### src/rtl/div_n.sv
// Sequential unsigned restoring divider: one subtract-and-shift step per clock,
// start/busy/done handshake, divide-by-zero reported through dbz_o.
module div_n #(
  parameter int unsigned N = 8
) (
  input  logic         clk,
  input  logic         rst_n,
  input  logic         start,
  input  logic [N-1:0] dvd_in,
  input  logic [N-1:0] dvs_in,
  output logic         busy_o,
  output logic         done_o,
  output logic [N-1:0] q_o,
  output logic [N-1:0] r_o,
  output logic         dbz_o
);

  localparam int unsigned CW = $clog2(N + 1);

  typedef enum logic [1:0] {IDLE, CALC, DONE} state_t;

  state_t        state;
  logic [N-1:0]  qs;
  logic [N-1:0]  dvs;
  // Working remainder stays below the divisor, so its top bit is always zero
  // and only N bits are stored.
  logic [N-1:0]  rem;
  logic [CW-1:0] cnt;
  logic [N:0]    t;
  logic [N:0]    d;
  logic [N-1:0]  qs_nx;
  logic [N-1:0]  rem_nx;

  always_comb begin
    t = {rem, qs[N-1]};
    d = t - {1'b0, dvs};
    if (!d[N]) begin
      rem_nx = d[N-1:0];
      qs_nx  = {qs[N-2:0], 1'b1};
    end else begin
      rem_nx = t[N-1:0];
      qs_nx  = {qs[N-2:0], 1'b0};
    end
  end

  always_ff @(posedge clk or negedge rst_n) begin
    if (!rst_n) begin
      state  <= IDLE;
      qs     <= '0;
      dvs    <= '0;
      rem    <= '0;
      cnt    <= '0;
      busy_o <= 1'b0;
      done_o <= 1'b0;
      q_o    <= '0;
      r_o    <= '0;
      dbz_o  <= 1'b0;
    end else begin
      case (state)
        IDLE: begin
          done_o <= 1'b0;
          if (start) begin
            busy_o <= 1'b1;
            if (dvs_in != '0) begin
              qs    <= dvd_in;
              dvs   <= dvs_in;
              rem   <= '0;
              cnt   <= CW'(N);
              state <= CALC;
            end else begin
              q_o    <= '1;
              r_o    <= dvd_in;
              dbz_o  <= 1'b1;
              done_o <= 1'b1;
              state  <= DONE;
            end
          end
        end
        CALC: begin
          qs  <= qs_nx;
          rem <= rem_nx;
          cnt <= cnt - CW'(1);
          // Final step publishes the freshly shifted values, not the registers.
          if (cnt == CW'(1)) begin
            q_o    <= qs_nx;
            r_o    <= rem_nx;
            dbz_o  <= 1'b0;
            done_o <= 1'b1;
            state  <= DONE;
          end
        end
        DONE: begin
          done_o <= 1'b0;
          busy_o <= 1'b0;
          state  <= IDLE;
        end
        default: begin
          done_o <= 1'b0;
          busy_o <= 1'b0;
          state  <= IDLE;
        end
      endcase
    end
  end

endmodule
### config.mk
export PLATFORM = sky130hd
export DESIGN_NAME = div_n
export DESIGN_NICKNAME = d
export VERILOG_FILES = /design/src/rtl/div_n.sv
export SDC_FILE = /design/constraint.sdc
export NUM_CORES = 1
export LEC_CHECK = 0
export CAP_MARGIN = 15
export CORE_MARGIN = 5
export CORE_UTILIZATION = 40
export CTS_BUF_LIST = sky130_fd_sc_hd__clkbuf_4 sky130_fd_sc_hd__clkbuf_8
export CTS_CLUSTER_SIZE = 24
export DETAILED_ROUTE_END_ITERATION = 12
export PLACE_DENSITY = 0.63
export SYNTH_ARGS = -nofsm -noshare
export SYNTH_HDL_FRONTEND = slang
export SYNTH_SLANG_ARGS = --single-unit
### constraint.sdc
create_clock -name clk -period 5.1 [get_ports clk]
set_input_delay 1.02 -clock clk [delete_from_list [all_inputs] [get_ports clk]]
set_output_delay 1.02 -clock clk [all_outputs]
set_load 0.02 [all_outputs]
Word-level counts from Yosys, hierarchy flattened
Index checks and enable logic that the tools add are counted.

word-level totals
  bits in registers = 49
  input bits = 19
  word-level logic and storage cells = 60

operators by class
  reductions and logical operators = 8
  add/sub/neg operators = 2
  bitwise gates (word level) = 1
  mux-type cells = 33
  equal/unequal tests = 6

operator list
  kind                 number
  $mux 8               11
  $pmux 8 s2           4
  $sub 9x8->9          1
  $mux 1               8
  $mux 4               2
  $ne 2x2->1 const B   4
  $pmux 4 s2           1
  $reduce_bool 8->1    1
  $mux 2               3
  $pmux 1 s2           3
  $reduce_and 3->1     2
  $eq 4x1->1 const B   1
  $pmux 2 s2           1
  $reduce_and 2->1     2
  $reduce_and 4->1     1
  $sub 4x1->4 const B  1
  $eq 2x1->1 const B   1
  $logic_not 2->1      1
  $reduce_bool 2->1    1
  $not 1->1            1

Longest topological paths before layout
Gate-level depths: netlist (run 1).

  depth in word-level cells = 4
  mapped depth = 10
  depth with buffers taken out = 10

Least setup slack after synthesis (run 1)
OpenSTA, ideal clock, no wires.

  path kind = register to register
  from = reg qs[7]
  to = reg r_o[1]
  data arrival time = 2.253 ns
  clock period less this slack = 2.335 ns
  path slack = 2.765 ns
  buffers on the path = 0
  setup time = 0.081 ns
  stages on the path, launching flop included = 11
  path through = dfrtp_1 > inv_1 > ha_1 > inv_1 > fa_1 > a211oi_2 > nor3_2 > mux2i_4 > nor2_8 > mux2_4 > a31oi_2

between the ends
  cells in the longest elaborated chain, start to end = 4

ends and longest elaborated chain
  element                 RTL line  RTL
  from (decl)             23        logic [N-1:0] qs;
  from (signal assigned)  65        qs <= dvd_in;
  from (signal assigned)  80        qs <= qs_nx;
  $sub 9x8->9             36        d = t - {1'b0, dvs};
  $mux 8                  37        if (!d[N]) begin
  $mux 8                  84        if (cnt == CW'(1)) begin
  $pmux 8 s2              59        case (state)
  to (signal assigned)    72        r_o <= dvd_in;
  to (signal assigned)    86        r_o <= rem_nx;
  to (decl)               14        output logic [N-1:0] r_o,

No other way between the ends. The select of a mux whose other input is x is not followed.
A chain may end at the register's enable or synchronous reset.

Worst setup path in the final report (run 1)
  from = in dvs_in[4]
  to = reg dvs[0]

between the ends
  cells in the longest elaborated chain, start to end = 2

ends and longest elaborated chain
  element                     RTL line  RTL
  from (decl)                 10        input logic [N-1:0] dvs_in,
  $reduce_bool 8->1           64        if (dvs_in != '0) begin
  $reduce_and 3->1 (no line)  -
  to (signal assigned)        66        dvs <= dvs_in;
  to (decl)                   24        logic [N-1:0] dvs;

No other way between the ends.

==> results of run 1 <==
-- final cells by class --
cell class                 instances  area, um^2  share of cell area [%]
multi-input combinational        194        1240                    39.7
sequential                        49        1230                    39.2
timing repair buffer              42         415                    13.3
clock buffer                       7        96.3                    3.08
tap                               77        96.3                    3.08
inverter                          13        48.8                    1.56
clock inverter                     1        5.00                   0.160
-- sequential cells by signal, summed over array words and instances, names as in the netlist, 2 cells and up --
| signal | flops |
|---|---|
| rem | 8 |
| dvs | 8 |
| qs | 8 |
| cnt | 4 |
| q_o | 8 |
| state | 2 |
| r_o | 8 |
-- worst max path at each step --
stage,startpoint,end,slack [ns]
finish,dvs_in[4],dvs[0],2.29
floorplan,qs[7],r_o[1],2.77
global placement,dvs_in[1],dvs[0],2.02
CTS,dvs_in[5],r_o[6],2.29
global route,dvs_in[5],r_o[7],2.09
detailed placement,dvs_in[5],r_o[6],1.97
-- per-stage QoR --
step	setup WS (ns)	utilization (%)	hold slack, ns	power (mW)	area, um^2
final	2.29	49.9	0.497	2.34	3130
after CTS	2.29	49.5	0.499	2.37	3110
after global placement	2.02	47.9	0.476	2.08	3010
after floorplan	2.77	-	0.472	1.71	2550
after global routing	2.09	49.9	0.530	2.57	3130
after detailed placement	1.97	47.9	0.485	2.10	3010
-- where the power goes --
group	internal, mW	leakage [nW]	switching [mW]	total, mW
combinational	0.604	0.752	0.796	1.40
sequential	0.570	0.569	0.122	0.691
clock	0.123	0.0542	0.129	0.252
total	1.30	1.37	1.05	2.34
-- metal layers --
layer | vias to the layer above | part of all wire (%)
met5 | - | 0
met4 | 0 | 1.3
met3 | 8 | 4.2
met2 | 35 | 45
met1 | 949 | 50
li1 | 1014 | -
-- cell families after synthesis --
logic type	share of synthesized area, %
buffers and inverters	3.58
xor gates and xnor gates	2.40
adders and majority gates	5.68
DFF	48.0
and+or+nand+nor	16.7
AOI/OAI and AO/OA	19.7
muxes	3.87
-- worst max-delay path: stages --
cell and delay (ns):
clkdlybuf4s50_1 0.49, nor4_1 0.10, a21bo_2 0.23, nor3_2 0.75
mux2_2 0.42
-- placed cells by master (no fill, tap or decap), types with 2 or more instances in the layout --
cell	netlist	routed
a31oi_1	14	14
ha_1	10	10
inv_1	13	13
mux2i_1	5	5
xnor2_1	3	3
nor4_1	3	3
o21ai_0	9	9
nor3_2	2	2
o21a_1	3	3
o22a_1	8	8
nand2b_1	5	5
buf_4	0	4
o21ai_1	11	11
o2bb2ai_1	3	3
xor2_1	4	4
dfrtp_1	49	49
clkdlybuf4s50_1	0	36
nand2_1	42	42
o211a_1	2	2
and2_1	3	3
a21oi_1	13	13
a21o_1	3	3
a211oi_2	1	2
clkbuf_8	0	7
nor2b_1	3	3
nor2_1	27	27
==> out/qor.csv, run 1 <==
metric,value,unit
avgSynthCellArea,9.60,um^2
powerDensity,749,nW/um^2
r2r_slack,2.51,ns
antenna_found_initial,0,
tritoncts,built,
use_met1,21.3,%
io_pins,38,
yosys_register_bits,49,
dp_hpwl,4140,um
startpoint_type,primary input,
die_area,8080,um^2
grt-ovfl-total,0,
drt.antenna.violating_nets,0,
grt_setup_unrepaired,false,
cts-htree-levels,2,
clock_sinks,49,
setup_viol,0,
hold_violations,0,
rows,29,
synth_top_area_share,48.0,%
synth_most_common_cell,dfrtp_1,
slew_violations,0,
synth_area,2550,um^2
criticalPathCategory,in2reg,
worstSkewPairLatency,0.30,ns
synthTopCellsByCount,"dfrtp_1, nand2_1, nor2_1",
grt_busiest_layer,met2,
outcome,finished clean,
tns,0,ns
cts_root_buffer,clkbuf_8,
synth_area_leaders,"dfrtp_1, nand2_1, ha_1",
synthCells,266,
initial_core_util,40.7,%
met3_usage,3.59,%
layout-drive-gt1-share,8.50,%
numCtsBuffers,5,
period_minus_slack,2.81,ns
fin_crit_sh,55.1,%
cts_setup_buffers,0,
timing.rr.start,qs[7],
hold_path.startpoint,done_o,
arrival,3.00,ns
clk_pin_slew_worst_paths,0.09,ns
synth_edf_count,0,
async_flop_share,100,%
dominantRegCellSynth,dfrtp_1,
post-route-drc-count,0,
maxSlewHeadroom,33.9,%
wirelength,5790,um
nFillCells,593,
yosysWarnings,0,
grt_usage,15.0,%
grt_pass1_vias,2079,
yosys.cell_types.count,44,
synth_nets,296,
vdd.ir_drop.worst,0.000282,V
detail_route.iter0.violations,75,
hold_depth,1,
antennaDiodeCount,0,
syn2layout_area_growth,22.5,%
instances_no_fill,383,
ys_seq_area_share,48.0,%
hold-path-endpoint,done_o,
cts_buffer_depth,2,
grt_max_degree,50,
post_cts_resized,0,
hold_path_class,reg2reg,
fmax,356,MHz
coreArea,6280,um^2
worstReg2RegEnd,r_o[1],
num_vias,2006,
grt_pass1_wl,10100,um
hold_buffers,0,
port_buffers,37,
end_kind,flop,
gp_congestion,0.816,
dp.cells,374,
wl_per_cell,15.1,um
fin_skew,0.00959,ns
required,5.29,ns
crit_fanout,18,
nNetsFinal,335,
yosys.area.top_type,dfrtp_1,
fp.dieH,89.9,um
fp.dieW,89.9,um
leakage,1.37,nW
drv_cap,0,
drt_pre_antenna_iters,4,
viasPerCell,5.24,
worst_slew_pin_slew,0.986,ns
use_met2,22.9,%
worst_r2r_path_depth,10,
Note: power is estimated with default switching activity, not from simulation.
==> inputs of run 2 (changes only) <==
==> constraint.sdc (replaced) <==
create_clock -name clk -period 2.9 [get_ports clk]
set_input_delay 0.58 -clock clk [delete_from_list [all_inputs] [get_ports clk]]
set_output_delay 0.58 -clock clk [all_outputs]
set_load 0.02 [all_outputs]
==> run 2 against run 1 <==
Clock skew is 0.0033 ns lower. First-iteration DRC count is 5.3% lower. Utilization is 0.12 points higher. Clock-buffer cell count is 1 higher. Die area stayed put. Critical endpoint is now r_o[1].
==> out/qor.csv, run 2 (synthesis results as in run 1) <==
metric,value,unit,change
grt_max_degree,26,,-48%
wl_per_cell,15.2,um,+0.51%
detail_route.iter0.violations,71,,-5.3%
fp.dieW,89.9,um,unchanged
syn2layout_area_growth,22.8,%,
setup_viol,0,,unchanged
maxSlewHeadroom,50.3,%,+16 points
antenna_found_initial,0,,unchanged
cpMaxStageDelayCell,fa_1,,
finalPower,4.13,mW,+76%
vdd.ir_drop.worst,0.000549,V,+95%
hold_buffers,0,,unchanged
period_minus_slack,2.51,ns,
powerDensity,1320,nW/um^2,+76%
post-route-drc-count,0,,unchanged
layout-drive-gt1-share,9.68,%,+1.2 points
gp_congestion,0.805,,-1.3%
crit_family,multiplexers,,
fin_crit_sh,86.7,%,
grt_usage,15.6,%,+0.60 points
rows,29,,unchanged
cts_buffer_depth,2,,unchanged
cts-htree-levels,2,,unchanged
setup_slack,0.386,ns,-1.90 ns
hold_violations,0,,unchanged
tns,0,ns,unchanged
cpPeakStageDelay,0.41,ns,-0.34 ns
cts_setup_buffers,0,,unchanged
coreArea,6280,um^2,unchanged
layout_common_cells,"dfrtp_1, nand2_1, clkdlybuf4s50_1",,
criticalPathCategory,reg2reg,,
tritoncts,built,,
fp.dieH,89.9,um,unchanged
num_vias,2023,,+0.85%
drt_pre_antenna_iters,4,,unchanged
initial_core_util,40.7,%,unchanged
viasPerCell,5.23,,-0.19%
fin_skew,0.00627,ns,-0.00332 ns
end_kind,flop,,
worst_slew_pin_slew,0.746,ns,-0.240 ns
io_pins,38,,unchanged
slew_violations,0,,unchanged
dp_hpwl,4420,um,+6.9%
grt_pass1_vias,2098,,+0.91%
clk_pin_slew_worst_paths,0.09,ns,about the same
antennaDiodeCount,0,,unchanged
arrival,2.73,ns,-0.27 ns
hold_path_class,in2async,,
port_buffers,37,,unchanged
post-place-ws,0.253,ns,-1.71 ns
grt_pass1_wl,10500,um,+3.7%
numCtsBuffers,5,,unchanged
drv_cap,0,,unchanged
worstSkewPairLatency,0.29,ns,about the same
required,3.11,ns,-2.18 ns
leakage,1.39,nW,+0.81%
crit_top_cell,inv_1,,
drt.antenna.violating_nets,0,,unchanged
grt_setup_unrepaired,false,,
cts_root_buffer,clkbuf_8,,
final_common_cell,dfrtp_1,,
die_area,8080,um^2,unchanged
wirelength,5880,um,+1.6%
outcome,finished clean,,
nNetsFinal,339,,+1.2%
worstPathBufferInverterCount,2,,+1
clock_sinks,49,,unchanged
crit_path_cell_trace,inv_1 -> ha_1 -> inv_1 -> fa_1 -> a211oi_2 -> nor3_2 -> mux2i_4 -> nor2_8 -> mux2_4 -> a31oi_2,,
post_cts_resized,0,,unchanged
startpoint_type,flop,,
fin_util,50.0,%,+0.12 points
fmax,398,MHz,
grt-ovfl-total,0,,unchanged
crit_fanout,10,,-8
-- run 2: changes by cell type in the layout (fill, tap and decap cells not counted) --
cell / before / now
clkbuf_4: 0 / 3
buf_12: 1 / 0
clkbuf_8: 7 / 5
clkinv_2: 1 / 0
buf_4: 4 / 9
-- run 2: cell type report --
type                    instances  area (um^2)
fillers                       591         3140
multi-input cells             194         1240
flip-flops and latches         49         1230
repair buffers                 46          433
well taps                      77         96.3
clock buffers                   8         91.3
inverters                      13         48.8
-- run 2: final timing paths --
check                        from  cells after the start     end  slack, ns
max                         qs[7]                     10  r_o[1]       0.39
min                         rst_n                      2   qs[5]       0.27
max reg2reg                 qs[7]                     10  r_o[1]       0.39
min reg2reg                done_o                      1  done_o       0.49
max in group asynchronous   rst_n                      2  busy_o       2.37
min in group clk           done_o                      1  done_o       0.49
-- run 2: metrics by stage --
stage / hold WS [ns] / instances / cell area, um^2
final: 0.272 / 387 / 3140
after global routing: 0.300 / 387 / 3140
after CTS: 0.281 / 387 / 3140
after detailed placement: 0.477 / 379 / 3050
after global placement: 0.465 / 379 / 3050
after floorplan: 0.284 / 266 / 2550
-- run 2: layer usage --
layer	wire (um)	vias to the layer above	GRT usage [%]
met4	23	0	2.98
met2	2780	46	25.4
met1	2860	955	21.9
met3	218	2	3.01
li1	-	1020	-
met5	0	-	0
-- run 2: report_power, final --
part | switching, mW | total (mW) | internal [mW]
Clock | 0.217 | 0.417 | 0.200
Sequential | 0.215 | 1.22 | 1.00
Combinational | 1.42 | 2.50 | 1.08
Total | 1.85 | 4.13 | 2.28
==> variant 1 (settings of run 1) <==
Re-encode `state_t` (3 states) as one-hot, 3 bits wide.
--- a/src/rtl/div_n.sv
+++ b/src/rtl/div_n.sv
@@ -18,5 +18,5 @@
   localparam int unsigned CW = $clog2(N + 1);
 
-  typedef enum logic [1:0] {IDLE, CALC, DONE} state_t;
+  typedef enum logic [2:0] {IDLE = 3'b001, CALC = 3'b010, DONE = 3'b100} state_t;
 
   state_t        state;
Check against the original RTL: no difference found for any inputs over 10 cycles, from zero or initial values and one cycle with rst_n low; not proved beyond that.
==> variant 1 against run 1 <==
Wire length down 0.22%; largest power group unchanged; final cell count is 1.8% higher; critical path type unchanged; global-route usage up 0.17 points; count of clock-buffer cells in the layout is 1 lower; total power is 16% lower; worst setup slack lost 190 ps; sequential cell count rose by 1; cell area decreased by 0.52%; synthesized area decreased by 0.39%; sequential share of layout area up 1.0 points; die area is 0.34% lower.
==> variant 1: results (changes against run 1) <==
* Run status: finished, final reports clean
* Peak VDD IR at 0.303 mV (+7.4%)
* Top post-synthesis cells by area: dfrtp_1 (48%), nand2_1 (6.8%), nor2_1 (5.8%)
* Number of instances in the placed design at 382 (+2.1%)
* Post-synthesis cell type count at 46 (+4.5%)
* Clock group share of total power at 0.174 (+0.067)
* Hold Path Origin: state[2]
* Post-DP HPWL at 4.13 mm (about the same)
* Largest net degree at the start of global routing at 51 (+2.0%)
* Syn nets at 307 (+3.7%)
* Final nets at 342 (+2.1%)
* Mapped Avg Cell Area at 9.18 sq um (-4.3%)
* Met2 wire len at 2.76 mm (+6.1%)
* First-iteration detailed-routing DRC count at 74 (-1.3%)
* Routed wl met3 at 150 microns (-39%)
* Post-DR vias/cell at 5.14 (-1.8%)
* Largest stage delay on the critical path at 700 ps (-50 ps)
* Worst-path fanout max at 31 (+13)
* Post-synthesis sequential area ratio at 0.492 (+0.0122)
* Total track usage at 0.152 (+0.00169)
* Post-Synth XOR/XNOR Area at 0.0207 (-0.00335)
* Relative slew slack at 0.331 (-0.00749)
* Combinational power share at 0.495 (-0.102)
* Met1 wire length at 2.77 mm (-3.3%)
* Crit path launch: start
* Worst EP arrival at 3240 ps (+240 ps)
* Drt total wl at 5.78 mm (-0.22%)
[variant 1: cell types whose count changed after synthesis, moves of 4 or more]
cell / delta
mux2i_1: -4
nand2_1: +4
nor2_1: +12
o21ai_1: -6
o22a_1: -8
[variant 1: cell type report]
type	instances	area [sq um]
fillers	611	3160
flip-flops and latches	50	1250
multi-input cells	202	1190
repair buffers	38	373
well taps	77	96.3
clock buffers	6	82.6
clock inverters	2	60.1
inverters	15	56.3
[variant 1: through the flow]
stage          utilization  instance area (sq um)
2_1_floorplan            -                   2540
3_3_place_gp         0.473                   2970
3_5_place_dp         0.473                   2970
4_1_cts              0.496                   3110
5_1_grt              0.496                   3110
6_report             0.496                   3110
[variant 1: final timing paths]
check                         end  slack, ps  depth (start not counted)
max                        r_o[5]       2100                          7
min                        busy_o        510                          1
max reg2reg                r_o[4]       2430                         10
min reg2reg                busy_o        510                          1
max in group asynchronous  dvs[4]       3850                          2
min in group asynchronous  rem[1]        810                          2
==> variant 2 (config.mk and constraints of run 1) <==
Made on the original files. The parameter `N` goes from 8 to 16.
--- a/src/rtl/div_n.sv
+++ b/src/rtl/div_n.sv
@@ -2,5 +2,5 @@
 // start/busy/done handshake, divide-by-zero reported through dbz_o.
 module div_n #(
-  parameter int unsigned N = 8
+  parameter int unsigned N = 16
 ) (
   input  logic         clk,
Interface: changed (resized dvd_in, dvs_in, q_o and r_o); port bits go from 38 to 70. The function was not compared with the original's and may differ.
==> variant 2 against run 1 <==
Total power up 110%; sequential share of layout area down 1.7 points; wire length up 130%; sequential cell count up 41; first-iteration DRC count rose to 4.8 times the old value; via count up 110%; count of clock-buffer cells in the layout up 4; synthesized area up 95%; combinational power up 120%; worst setup slack worse by 350 ps; cell area up 92%; global-route usage up 3.5 points; critical path type unchanged; critical endpoint is now qs[1].
==> variant 2: results (changes against run 1) <==
* TritonRoute pass-1 iters at 5 (+1)
* Post-synthesis cell type count at 65 (+48%)
* Worst-margin pin slew at 1060 ps (+71.9 ps)
* Layout Skew at 8.47 ps (-1.12 ps)
* DP Area at 5800 sq um (+93%)
* Post-synthesis sequential area ratio at 0.451 (-0.0288)
* Run status: finished, final reports clean
* H-tree levels at 3 (+1)
* Worst-path fanout max at 29 (+11)
* Met1 usage at 0.258 (+0.0450)
* Fillcell total at 1158 (+95%)
* Syn nets at 595 (+100%)
* Via count at 4212 (+110%)
* Met1 wire length at 6.27 mm (+120%)
* Port Buffers at 69 (+86%)
* M3 GR Usage at 0.0269 (-0.00897)
* Worst-Skew Late Latency at 370 ps (+70 ps)
* First-pass GRT wire length at 21.6 mm (+110%)
* Layout cells sized above 1 at 0.0767 (-0.00830)
* Synth Instances at 541 (+100%)
* Placer Congestion at 0.857 (+5.0%)
* Top Layer Used: met4
* Total CTS buffers at 9 (+4)
* Final nets at 649 (+94%)
* Post-DR vias/cell at 5.48 (+4.7%)
* Drt total wl at 13.4 mm (+130%)
* Post-DP HPWL at 9.90 mm (+140%)
* Routed wl met3 at 528 microns (+120%)
* First-iteration detailed-routing DRC count at 361 (+380%)
* Number of global-route vias before repair at 4113 (+98%)
* Peak VDD IR at 0.299 mV (+6.0%)
* Met2 wire len at 6.38 mm (+150%)
* Total track usage at 0.185 (+0.0353)
* GR Util met2 at 0.295 (+0.0663)
* Leak pwr at 2.52 nW (+83%)
[variant 2: cell count changes in the layout (fill, tap and decap cells not counted), sizes merged, moves of 7 or more]
cell | run 1 | this run
o21ai | 20 | 58
o22a | 8 | 15
inv | 13 | 24
dfrtp | 49 | 90
a21oi | 13 | 32
nor2 | 28 | 42
ha | 10 | 18
nand3 | 1 | 20
o21a | 3 | 10
nand2 | 43 | 75
clkdlybuf4s50 | 36 | 68
[variant 2: power breakdown]
part | internal, mW | leakage, nW | switching (mW)
logic | 1.28 | 1.37 | 1.73
clock network | 0.241 | 0.0974 | 0.274
registers | 1.07 | 1.06 | 0.271
[variant 2: worst max-delay path, cell delays in order]
cell	delay, ps
clkdlybuf4s50_1	420
nor4_1	360
and4_1	440
or3_1	870
nand2_1	130
a31oi_1	190
[variant 2: cell type report]
class                      instances  area [sq um]  area share
clock buffer                      11           139      0.0231
clock inverter                     5          62.6      0.0104
inverter                          22          82.6      0.0138
multi-input combinational        396          2520       0.419
sequential                        90          2250       0.375
tap                              168           210      0.0350
timing repair buffer              76           741       0.123
[variant 2: worst paths after layout]
path,startpoint,cells after the start,to,slack (ps)
min in group asynchronous,rst_n,1,dvs[3],700
setup / recovery,dvs_in[3],6,qs[1],1940
max in group asynchronous,rst_n,2,cnt[4],3450
hold reg to reg,q_o[2],1,q_o[2],490
hold / removal,q_o[2],1,q_o[2],490
setup reg to reg,dvs[0],10,r_o[9],2090
[variant 2: cell families after synthesis]
| logic type | share of synthesized area |
|---|---|
| xor+xnor | 0.0226 |
| fa+ha+maj | 0.0491 |
| buf+inv | 0.0456 |
| compound gates | 0.243 |
| mux | 0.0261 |
| simple gates | 0.162 |
| flops | 0.451 |
